<file path="src/rtl/regs_pkg.sv">
// Shared types and constants for the register-file writeback path.
package regs_pkg;

  localparam int DW = 32;  // register data width
  localparam int AW = 5;   // register address width (32 registers)

  // r0 is hard-wired to zero; writes to it are discarded.
  localparam logic [AW-1:0] REG_ZERO = '0;

  // One pending register write: destination and value.
  typedef struct packed {
    logic [AW-1:0] rd;
    logic [DW-1:0] data;
  } wb_entry_t;

endpackage

</file>
<file path="src/rtl/wb_fifo.sv">
// Load-return buffer: DEPTH entries of wb_entry_t, first-in first-out.
// Push into a full FIFO or pop from an empty one is ignored.
module wb_fifo
  import regs_pkg::*;
#(
  parameter int DEPTH = 4  // power of 2, >= 2
) (
  input  logic                   clk,
  input  logic                   rst,
  input  logic                   i_push,
  input  wb_entry_t              i_din,
  input  logic                   i_pop,
  output wb_entry_t              o_head,
  output logic                   o_full,
  output logic                   o_empty,
  output logic [$clog2(DEPTH):0] o_count
);

  localparam int PW = $clog2(DEPTH);
  localparam logic [PW:0] CAP = (PW + 1)'(DEPTH);

  logic [PW-1:0] r_wr_ptr;
  logic [PW-1:0] r_rd_ptr;
  logic [PW:0]   r_count;
  wb_entry_t     r_mem [DEPTH];

  logic w_push;
  logic w_pop;

  assign o_full  = (r_count == CAP);
  assign o_empty = (r_count == '0);
  assign o_count = r_count;
  assign o_head  = r_mem[r_rd_ptr];

  assign w_push = i_push && !o_full;
  assign w_pop  = i_pop && !o_empty;

  // Entry storage; written on push only.
  // NOTE: the array has no reset; an entry is meaningful only while counted,
  // so clearing it would cost a reset tree for nothing.
  always_ff @(posedge clk) begin
    if (w_push) r_mem[r_wr_ptr] <= i_din;
  end

  // Pointers wrap modulo DEPTH by natural overflow; count tracks occupancy.
  // NOTE: sequential state uses non-blocking assignment so every register
  // samples pre-edge values, independent of statement order.
  always_ff @(posedge clk or posedge rst) begin
    if (rst) begin
      r_wr_ptr <= '0;
      r_rd_ptr <= '0;
      r_count  <= '0;
    end else begin
      if (w_push) r_wr_ptr <= r_wr_ptr + 1'b1;
      if (w_pop)  r_rd_ptr <= r_rd_ptr + 1'b1;
      case ({w_push, w_pop})
        2'b10:   r_count <= r_count + 1'b1;
        2'b01:   r_count <= r_count - 1'b1;
        default: r_count <= r_count;
      endcase
    end
  end

endmodule

</file>
<file path="src/rtl/regs_wb_ctrl.sv">
// Writeback controller for the 2R/1W register file (r0 reads as zero).
// Arbitrates ALU results (always accepted, highest priority) and buffered
// load returns onto the single registered write port, and keeps a
// pending-write scoreboard that decode queries for RAW hazards.
module regs_wb_ctrl
  import regs_pkg::*;
#(
  parameter int DEPTH = 4  // load-return FIFO entries, power of 2, >= 2
) (
  input  logic          clk,
  input  logic          rst,
  input  logic          iss_valid,
  input  logic [AW-1:0] iss_rd,
  input  logic [AW-1:0] rs_A,
  input  logic [AW-1:0] rs_B,
  output logic          busy_A,
  output logic          busy_B,
  input  logic          alu_valid,
  input  logic [AW-1:0] alu_rd,
  input  logic [DW-1:0] alu_data,
  input  logic          ld_valid,
  input  logic [AW-1:0] ld_rd,
  input  logic [DW-1:0] ld_data,
  output logic          ld_ready,
  output logic          L_S,
  output logic [AW-1:0] Wt_addr,
  output logic [DW-1:0] Wt_data
);

  localparam int NREG = 1 << AW;
  localparam int CW   = $clog2(DEPTH) + 1;
  localparam logic [CW-1:0] FIFO_CAP = CW'(DEPTH);

  // Registered write port and scoreboard.
  logic            r_ls;
  logic [AW-1:0]   r_wt_addr;
  logic [DW-1:0]   r_wt_data;
  logic [NREG-1:0] r_sb;

  // FIFO interface.
  logic            w_fifo_push;
  logic            w_fifo_pop;
  logic            w_fifo_full;
  logic            w_fifo_empty;
  logic [CW-1:0]   w_fifo_count;
  wb_entry_t       w_fifo_din;
  wb_entry_t       w_fifo_head;
  logic [NREG-1:0] w_sb_next;

  // A load to r0 is handshaken but never stored. ld_ready comes from the
  // registered occupancy only, so a same-cycle pop does not free a slot.
  assign ld_ready    = !w_fifo_full;
  assign w_fifo_push = ld_valid && ld_ready && (ld_rd != REG_ZERO);
  assign w_fifo_din  = '{rd: ld_rd, data: ld_data};
  // ALU owns the port whenever it is valid, even if its result is dropped.
  assign w_fifo_pop  = !alu_valid && !w_fifo_empty;

  wb_fifo #(.DEPTH(DEPTH)) u_fifo (
    .clk     (clk),
    .rst     (rst),
    .i_push  (w_fifo_push),
    .i_din   (w_fifo_din),
    .i_pop   (w_fifo_pop),
    .o_head  (w_fifo_head),
    .o_full  (w_fifo_full),
    .o_empty (w_fifo_empty),
    .o_count (w_fifo_count)
  );

  // Select this cycle's writer and present it on the port next cycle.
  always_ff @(posedge clk or posedge rst) begin
    if (rst) begin
      r_ls      <= 1'b0;
      r_wt_addr <= '0;
      r_wt_data <= '0;
    end else if (alu_valid) begin
      r_ls      <= (alu_rd != REG_ZERO);
      r_wt_addr <= alu_rd;
      r_wt_data <= alu_data;
    end else if (!w_fifo_empty) begin
      r_ls      <= 1'b1;
      r_wt_addr <= w_fifo_head.rd;
      r_wt_data <= w_fifo_head.data;
    end else begin
      r_ls      <= 1'b0;
    end
  end

  assign L_S     = r_ls;
  assign Wt_addr = r_wt_addr;
  assign Wt_data = r_wt_data;

  // Scoreboard update: retire the register being written, then mark the
  // newly issued destination, so a same-edge issue keeps the bit set.
  always_comb begin
    // NOTE: default first so every path assigns w_sb_next; no latch inferred.
    w_sb_next = r_sb;
    if (r_ls)      w_sb_next[r_wt_addr] = 1'b0;
    if (iss_valid) w_sb_next[iss_rd]    = 1'b1;
    w_sb_next[REG_ZERO] = 1'b0;
  end

  // Scoreboard state.
  always_ff @(posedge clk or posedge rst) begin
    if (rst) r_sb <= '0;
    else     r_sb <= w_sb_next;
  end

  assign busy_A = r_sb[rs_A];
  assign busy_B = r_sb[rs_B];

  // Occupancy can never exceed capacity; guards the full/ready derivation.
  always_ff @(posedge clk) begin
    if (!rst) assert (w_fifo_count <= FIFO_CAP);
  end

endmodule

</file>
<file path="config.mk">
export PLATFORM = sky130hd
export DESIGN_NAME = regs_wb_ctrl
export DESIGN_NICKNAME = d
export VERILOG_FILES = /design/src/rtl/regs_pkg.sv /design/src/rtl/wb_fifo.sv /design/src/rtl/regs_wb_ctrl.sv
export SDC_FILE = /design/constraint.sdc
export NUM_CORES = 1
export LEC_CHECK = 0
export BUFFER_PORTS_ARGS = -buffer_cell sky130_fd_sc_hd__buf_2
export CORE_MARGIN = 1
export CORE_UTILIZATION = 45
export DETAILED_ROUTE_END_ITERATION = 7
export PLACE_DENSITY = 0.62
export SYNTH_ARGS = -nofsm -noshare
export SYNTH_HDL_FRONTEND = slang
export SYNTH_SLANG_ARGS = --single-unit
export TNS_END_PERCENT = 10
</file>
<file path="constraint.sdc">
create_clock -name clk -period 4.1 [get_ports clk]
set_input_delay 0 -clock clk [delete_from_list [all_inputs] [get_ports clk]]
set_output_delay 0 -clock clk [all_outputs]
set_load 0.02 [all_outputs]
</file>
==> results of run 1 <==
per-stage QoR:
step           std cells  power (mW)  cell area [µm²]
2_1_floorplan        592        5.01             9360
3_3_place_gp         972        5.64            10300
3_5_place_dp         972        5.73            10300
4_1_cts             1103        7.96            11900
5_1_grt             1103        8.30            11900
6_report            1103        7.88            11900
worst max-delay path: stages:
cell           delay [ns]
dlygate4sd3_1        0.53
buf_2                0.15
or4_4                0.53
o211a_4              0.27
inv_1                0.06
ha_1                 0.18
inv_1                0.08
fa_1                 0.41
xor2_1               0.16
nor2_1               0.11
xor2_1               0.16
cell usage in the layout, fill, tap and decap left out, drive strengths merged, types with 5 or more instances in the layout:
cell type,Yosys,final
edfxtp,148,148
buf,15,139
o21ai,99,99
dlygate4sd3,0,85
dfrtp,76,76
mux2i,56,56
mux4,43,43
nand2,43,43
clkbuf,14,34
nand3,13,13
nand3b,10,10
inv,10,10
nor2,9,9
a21oi,7,7
clkinv,0,6
or3b,5,5
ha,5,5
area by class of cell:
cell class	instances	area, µm²	area share
Inverter	10	38.8	0.00326
Timing Repair Buffer	224	1560	0.131
Clock buffer	34	679	0.0570
Multi-Input combinational cell	329	2830	0.237
Tap cell	270	338	0.0284
Clock inverter	12	123	0.0103
Sequential cell	224	6350	0.533
worst paths after layout:
| check | start | endpoint | slack (ns) | depth (start not counted) |
|---|---|---|---|---|
| max reg2reg | u_fifo.o_count[0] | u_fifo.o_count[2] | 1.91 | 8 |
| min in group asynchronous | rst | Wt_data[25] | 0.17 | 3 |
| max in group asynchronous | rst | u_fifo.r_rd_ptr[1] | 2.89 | 4 |
| min | iss_valid | r_sb[28] | 0.03 | 3 |
| min reg2reg | r_sb[20] | r_sb[20] | 0.54 | 2 |
| max | ld_rd[0] | u_fifo.o_count[2] | 1.87 | 11 |
where the power goes:
part | leakage [nW] | internal [mW] | switching [mW]
clock | 0.381 | 1.29 | 0.864
sequential | 2.25 | 3.07 | 0.445
combinational | 1.86 | 1.04 | 1.16
total | 4.49 | 5.40 | 2.47
registers in the layout, summed over array words and instances (netlist names):
register / flops
L_S: 1
Wt_addr: 5
Wt_data: 32
r_sb: 31
u_fifo.o_count: 3
u_fifo.r_mem: 148
u_fifo.r_rd_ptr: 2
u_fifo.r_wr_ptr: 2
layer usage:
metal / vias up / share of wire
li1: 2718 / -
met1: 3014 / 0.40
met2: 178 / 0.53
met3: 38 / 0.048
met4: 0 / 0.021
met5: - / 0
kinds of logic after synthesis:
kind of cell    Yosys count  synth area share
compound gates          117            0.0669
flops                   224             0.678
mux                     100             0.165
fa+ha+maj                 6           0.00883
simple gates            100            0.0554
xor+xnor                  6           0.00562
buf+inv                  39            0.0201
==> summary.txt, run 1 <==
Routing
  – Drt first pass iters: 4
  – Remaining DRCs: 0
  – DRT iter0 DRCs: 353
  – Avg Vias per Cell: 5.39
  – Routed wire length: 21.6 mm
  – Antenna-violating nets left: 0
  – Total number of vias: 5,948
  – Routed WL per cell: 19.6 µm

Clocking
  – Clock Latency Late Sink: 0.52 ns
  – Clock root buffer: clkbuf_16
  – Max clock buf depth: 3
  – Hold-fix buffers, CTS: 85
  – CTS tree: yes
  – Cts bufs inserted: 25
  – H-tree depth: 1
  – Cts repair resizes: 0
  – Post-CTS setup buffers: 0
  – Clock Sinks: 224
  – Worst-path clk slew: 0.06 ns

Timing
  – Worst slew margin: 0.298
  – WHS: 0.0347 ns
  – Setup ws final: 1.87 ns
  – Worst-margin pin slew: 1.05 ns
  – Clk_skew: 0.0160 ns
  – Post-route minimum period: 2.23 ns
  – RSZ-0062 raised after global routing: no
  – Final Cycle Share: 0.544
  – Max Freq: 449 MHz
  – Endpoints failing setup: 0
  – Final Max Slew Viols: 0
  – Setup TNS Final: 0 ns
  – Final Hold Viols: 0

Floorplan
  – Die Y: 146 µm
  – Total die area: 0.0214 mm²
  – Die X: 146 µm
  – Core Region: 0.0203 mm²
  – I/O pins: 135
  – Num rows: 52
  – Initial Utilization: 0.461

Global route
  – Overall Global Routing Usage: 0.209
  – Initial antenna violation count: 0
  – Pin count of the biggest net entering global routing: 76
  – Met2 usage: 0.369
  – Congestion Overflow GR: 0
  – First-pass GRT wire length: 34.6 mm
  – Gr busiest metal: met2
  – Met1 GRT Util: 0.259
  – Vias in the first global route: 6,442
  – Routing usage on met3: 0.0384

Logic synthesis
  – Dominant synthesized flop cell: edfxtp_1
  – Mapped Cells: 592
  – Synth top area share: 0.475
  – Largest area contributor in the netlist: edfxtp_1
  – Most frequent cell after synthesis: edfxtp_1
  – Most common library cells after synthesis: edfxtp_1, o21ai_0, dfrtp_1, mux2i_1
  – Ys async rst share: 0.339
  – Post-synth EDFFs: 148
  – Ranking of synthesized cells by area: edfxtp_1, dfrtp_1, mux4_2
  – Syn Std Cell Area: 0.00936 mm²
  – Mapped Nets: 692
  – Syn_area_per_cell: 15.8 µm²
  – Flops & latches, synth: 224
  – Sequential area share after synthesis: 0.678
  – Synth Warn #: 0
  – Unique masters post-synth: 36

Power
  – Worst VDD drop: 0.000400 V
  – Static leakage: 4.49 nW
  – Pwr Density: 661 mW/mm²

Worst setup path
  – Setup CP Type: primary input to flop
  – Req. time, crit path: 4.53 ns
  – CP startpoint kind: primary input
  – Crit path DAT: 2.66 ns
  – CP endpoint kind: flop
  – CP max FO: 7

Min path
  – Min-Delay Path Class: primary input to flop

Job
  – Max Cap Viol: 0

Place
  – IO Port Bufs: 134
  – Gp weighted congestion: 0.901
  – Final HPWL DP: 13.1 mm
  – Setup WS pre-CTS: 1.91 ns

Final layout
  – Layout cells sized above 1: 0.283
  – Post-layout util: 0.587
  – P&R area growth vs syn: 27.3%
  – Fillcell total: 1,621
  – Nets: 914
  – # diodes: 0

Outcome
  – Status: complete, no violations
No activity file was read; power rests on OpenSTA's default activity.
==> run 2, diff against run 1 <==
--- a/config.mk
+++ b/config.mk
@@ -9,7 +9,7 @@
 export CORE_MARGIN = 1
 export CORE_UTILIZATION = 45
 export DETAILED_ROUTE_END_ITERATION = 7
-export PLACE_DENSITY = 0.62
+export PLACE_DENSITY = 0.65
 export SYNTH_ARGS = -nofsm -noshare
 export SYNTH_HDL_FRONTEND = slang
 export SYNTH_SLANG_ARGS = --single-unit
==> constraint.sdc (replaced) <==
create_clock -name clk -period 1.8 [get_ports clk]
set_input_delay 0 -clock clk [delete_from_list [all_inputs] [get_ports clk]]
set_output_delay 0 -clock clk [all_outputs]
set_load 0.02 [all_outputs]
==> summary.txt, run 2 (same netlist as run 1, synthesis figures left out) <==
Final layout
  – Most frequent cells in the layout: edfxtp_1, buf_2, o21ai_0, dlygate4sd3_1, dfrtp_1
  – Nets: 943
  – Leading cell type in the layout, fill and taps excluded: edfxtp_1
  – Layout Cells excl Fill: 1,131
  – Layout cells sized above 1: 0.324
  – Final instance area: 0.0123 mm²
  – Multi-input gate area in the final layout: 0.00291 mm²
  – Top reg by flops: u_fifo.r_mem
  – P&R area growth vs syn: 31.5%
  – Fillcell total: 1,538
  – Max reg flops: 148
  – Sequential cell area: 0.00635 mm²

Worst setup path
  – Setup CP Type: flop to output port
  – Crit path DAT: 1.91 ns
  – Buffer and inverter count on the worst path: 1
  – Worst reg2reg path depth: 10
  – Req. time, crit path: 1.80 ns
  – CP endpoint kind: output port
  – Worst path max stage delay: 0.49 ns
  – CP startpoint kind: flop
  – CP Depth: 5
  – CP max FO: 3
  – Critical-path top delay cell: mux4_2
  – Family with the most delay on the worst path: multiplexers
  – CP cell instances: mux4_2 -> nand2b_4 -> o211ai_1 -> nand4_1 -> buf_4

Floorplan
  – Initial Utilization: 0.461
  – Core Region: 0.0203 mm²
  – Die Y: 146 µm
  – Num rows: 52
  – I/O pins: 135
  – Total die area: 0.0214 mm²
  – Die X: 146 µm

Place
  – Setup WS pre-CTS: -0.290 ns
  – IO Port Bufs: 134
  – Final HPWL DP: 13.9 mm
  – Placed cell area: 0.0107 mm²
  – DP Cell Count: 1,003
  – Gp weighted congestion: 0.942

Power
  – Seq pwr share: 0.420
  – Clock power frac: 0.247
  – Comb pwr share: 0.332
  – Static leakage: 4.69 nW
  – Sw Pwr: 5.68 mW
  – Sw Ratio: 0.310
  – Overall Power: 18.3 mW
  – Pwr Density: 1490 mW/mm²
  – Internal: 12.6 mW
  – Worst VDD drop: 0.000974 V

Timing
  – Final Cycle Share: 1.06
  – Endpoints failing setup: 3
  – Setup ws final: -0.114 ns
  – RSZ-0062 raised after global routing: yes
  – Post-route minimum period: 1.91 ns
  – Worst slew margin: 0.541
  – Max Freq: 522 MHz
  – Final Hold Viols: 0
  – Final Max Slew Viols: 0
  – Worst-margin pin slew: 0.688 ns
  – Clk_skew: 0.0145 ns

Min path
  – Min-Delay Path Class: primary input to async pin

Global route
  – Vias in the first global route: 6,459
  – First-pass GRT wire length: 33.5 mm
  – Pin count of the biggest net entering global routing: 76
  – Congestion Overflow GR: 0
  – Initial antenna violation count: 2
  – Overall Global Routing Usage: 0.199

Clocking
  – Clock Sinks: 224
  – CTS tree: yes
  – Worst-path clk slew: 0.06 ns
  – Cts bufs inserted: 23
  – H-tree depth: 1
  – Clock root buffer: clkbuf_16
  – Max clock buf depth: 3
  – Clock Latency Late Sink: 0.51 ns

Routing
  – Total number of vias: 6,010
  – Remaining DRCs: 0
  – Antenna-violating nets left: 0
  – Routed WL per cell: 18.4 µm
  – Avg Vias per Cell: 5.31
  – Drt first pass iters: 4
  – Routed wire length: 20.8 mm
  – DRT iter0 DRCs: 283

Job
  – Max Cap Viol: 0

Outcome
  – Status: finished, violations left
  – Failing checks: setup timing
## run 2: cell count changes in the layout (fill, tap and decap cells not counted), moves of 3 or more
cell,delta
buf_12,+12
buf_4,+22
clkinvlp_4,-3
inv_1,-4
inv_2,+4
nand2b_1,-4
nand2b_4,+4
## run 2: area by class of cell
type	count	area share
Timing Repair Buffer	255	0.158
Clock inverter	7	0.00519
Clock buffer	35	0.0537
Sequential cell	224	0.516
Antenna cell	1	0.000203
Inverter	10	0.00336
Multi-Input combinational cell	329	0.236
Tap cell	270	0.0275
## run 2: metrics by stage
stage / util / setup TNS (ns) / hold WS [ns]
2_1_floorplan: - / -0.113 / 0.0989
3_3_place_gp: 0.525 / -0.212 / -0.00698
3_5_place_dp: 0.525 / -0.314 / 0.00579
4_1_cts: 0.603 / -0.329 / 0.0217
5_1_grt: 0.606 / -0.517 / 0.0740
6_report: 0.606 / -0.287 / 0.0279
## run 2: path summary, 6_finish.rpt
check	to	startpoint	slack, ns
worst max-delay path	busy_A	r_sb[7]	-0.11
worst min-delay path	Wt_data[20]	rst	0.03
worst max register to register	u_fifo.o_count[2]	u_fifo.o_count[1]	-0.07
worst min register to register	r_sb[13]	r_sb[13]	0.54
max in group asynchronous	Wt_data[2]	rst	1.14
min in group clk	r_sb[20]	iss_valid	0.07
## run 2: worst reg2reg max path: stages, from the launching register on
cell,delay (ns)
dfrtp_1,0.40
inv_2,0.08
nand3_4,0.07
o211a_4,0.15
inv_2,0.07
ha_4,0.12
inv_2,0.04
fa_2,0.35
xor2_1,0.15
nor2_1,0.16
xor2_1,0.20
## run 2: what timing repair did
action,CTS,global route
endpoints found under the setup margin,3,4
gates resized for setup,7,11
pin swaps,3,7
hold endpoints to repair,296,0
buffers inserted,0,1
hold buffers,84,0
## run 2: power groups by stage
stage	clock [mW]	sequential (mW)	combinational, mW
3_5_place_dp	0	7.77	5.88
4_1_cts	4.60	7.68	6.10
2_1_floorplan	0	7.92	3.52
6_report	4.53	7.69	6.08
3_3_place_gp	0	7.67	5.73
5_1_grt	4.82	7.83	6.62
## run 2: metal layers
layer | GRT usage | up-vias | part of all wire
li1 | - | 2785 | -
met1 | 0.242 | 3000 | 0.40
met2 | 0.364 | 190 | 0.53
met3 | 0.0366 | 33 | 0.056
met4 | 0.0500 | 2 | 0.016
met5 | 0 | - | 0.00063
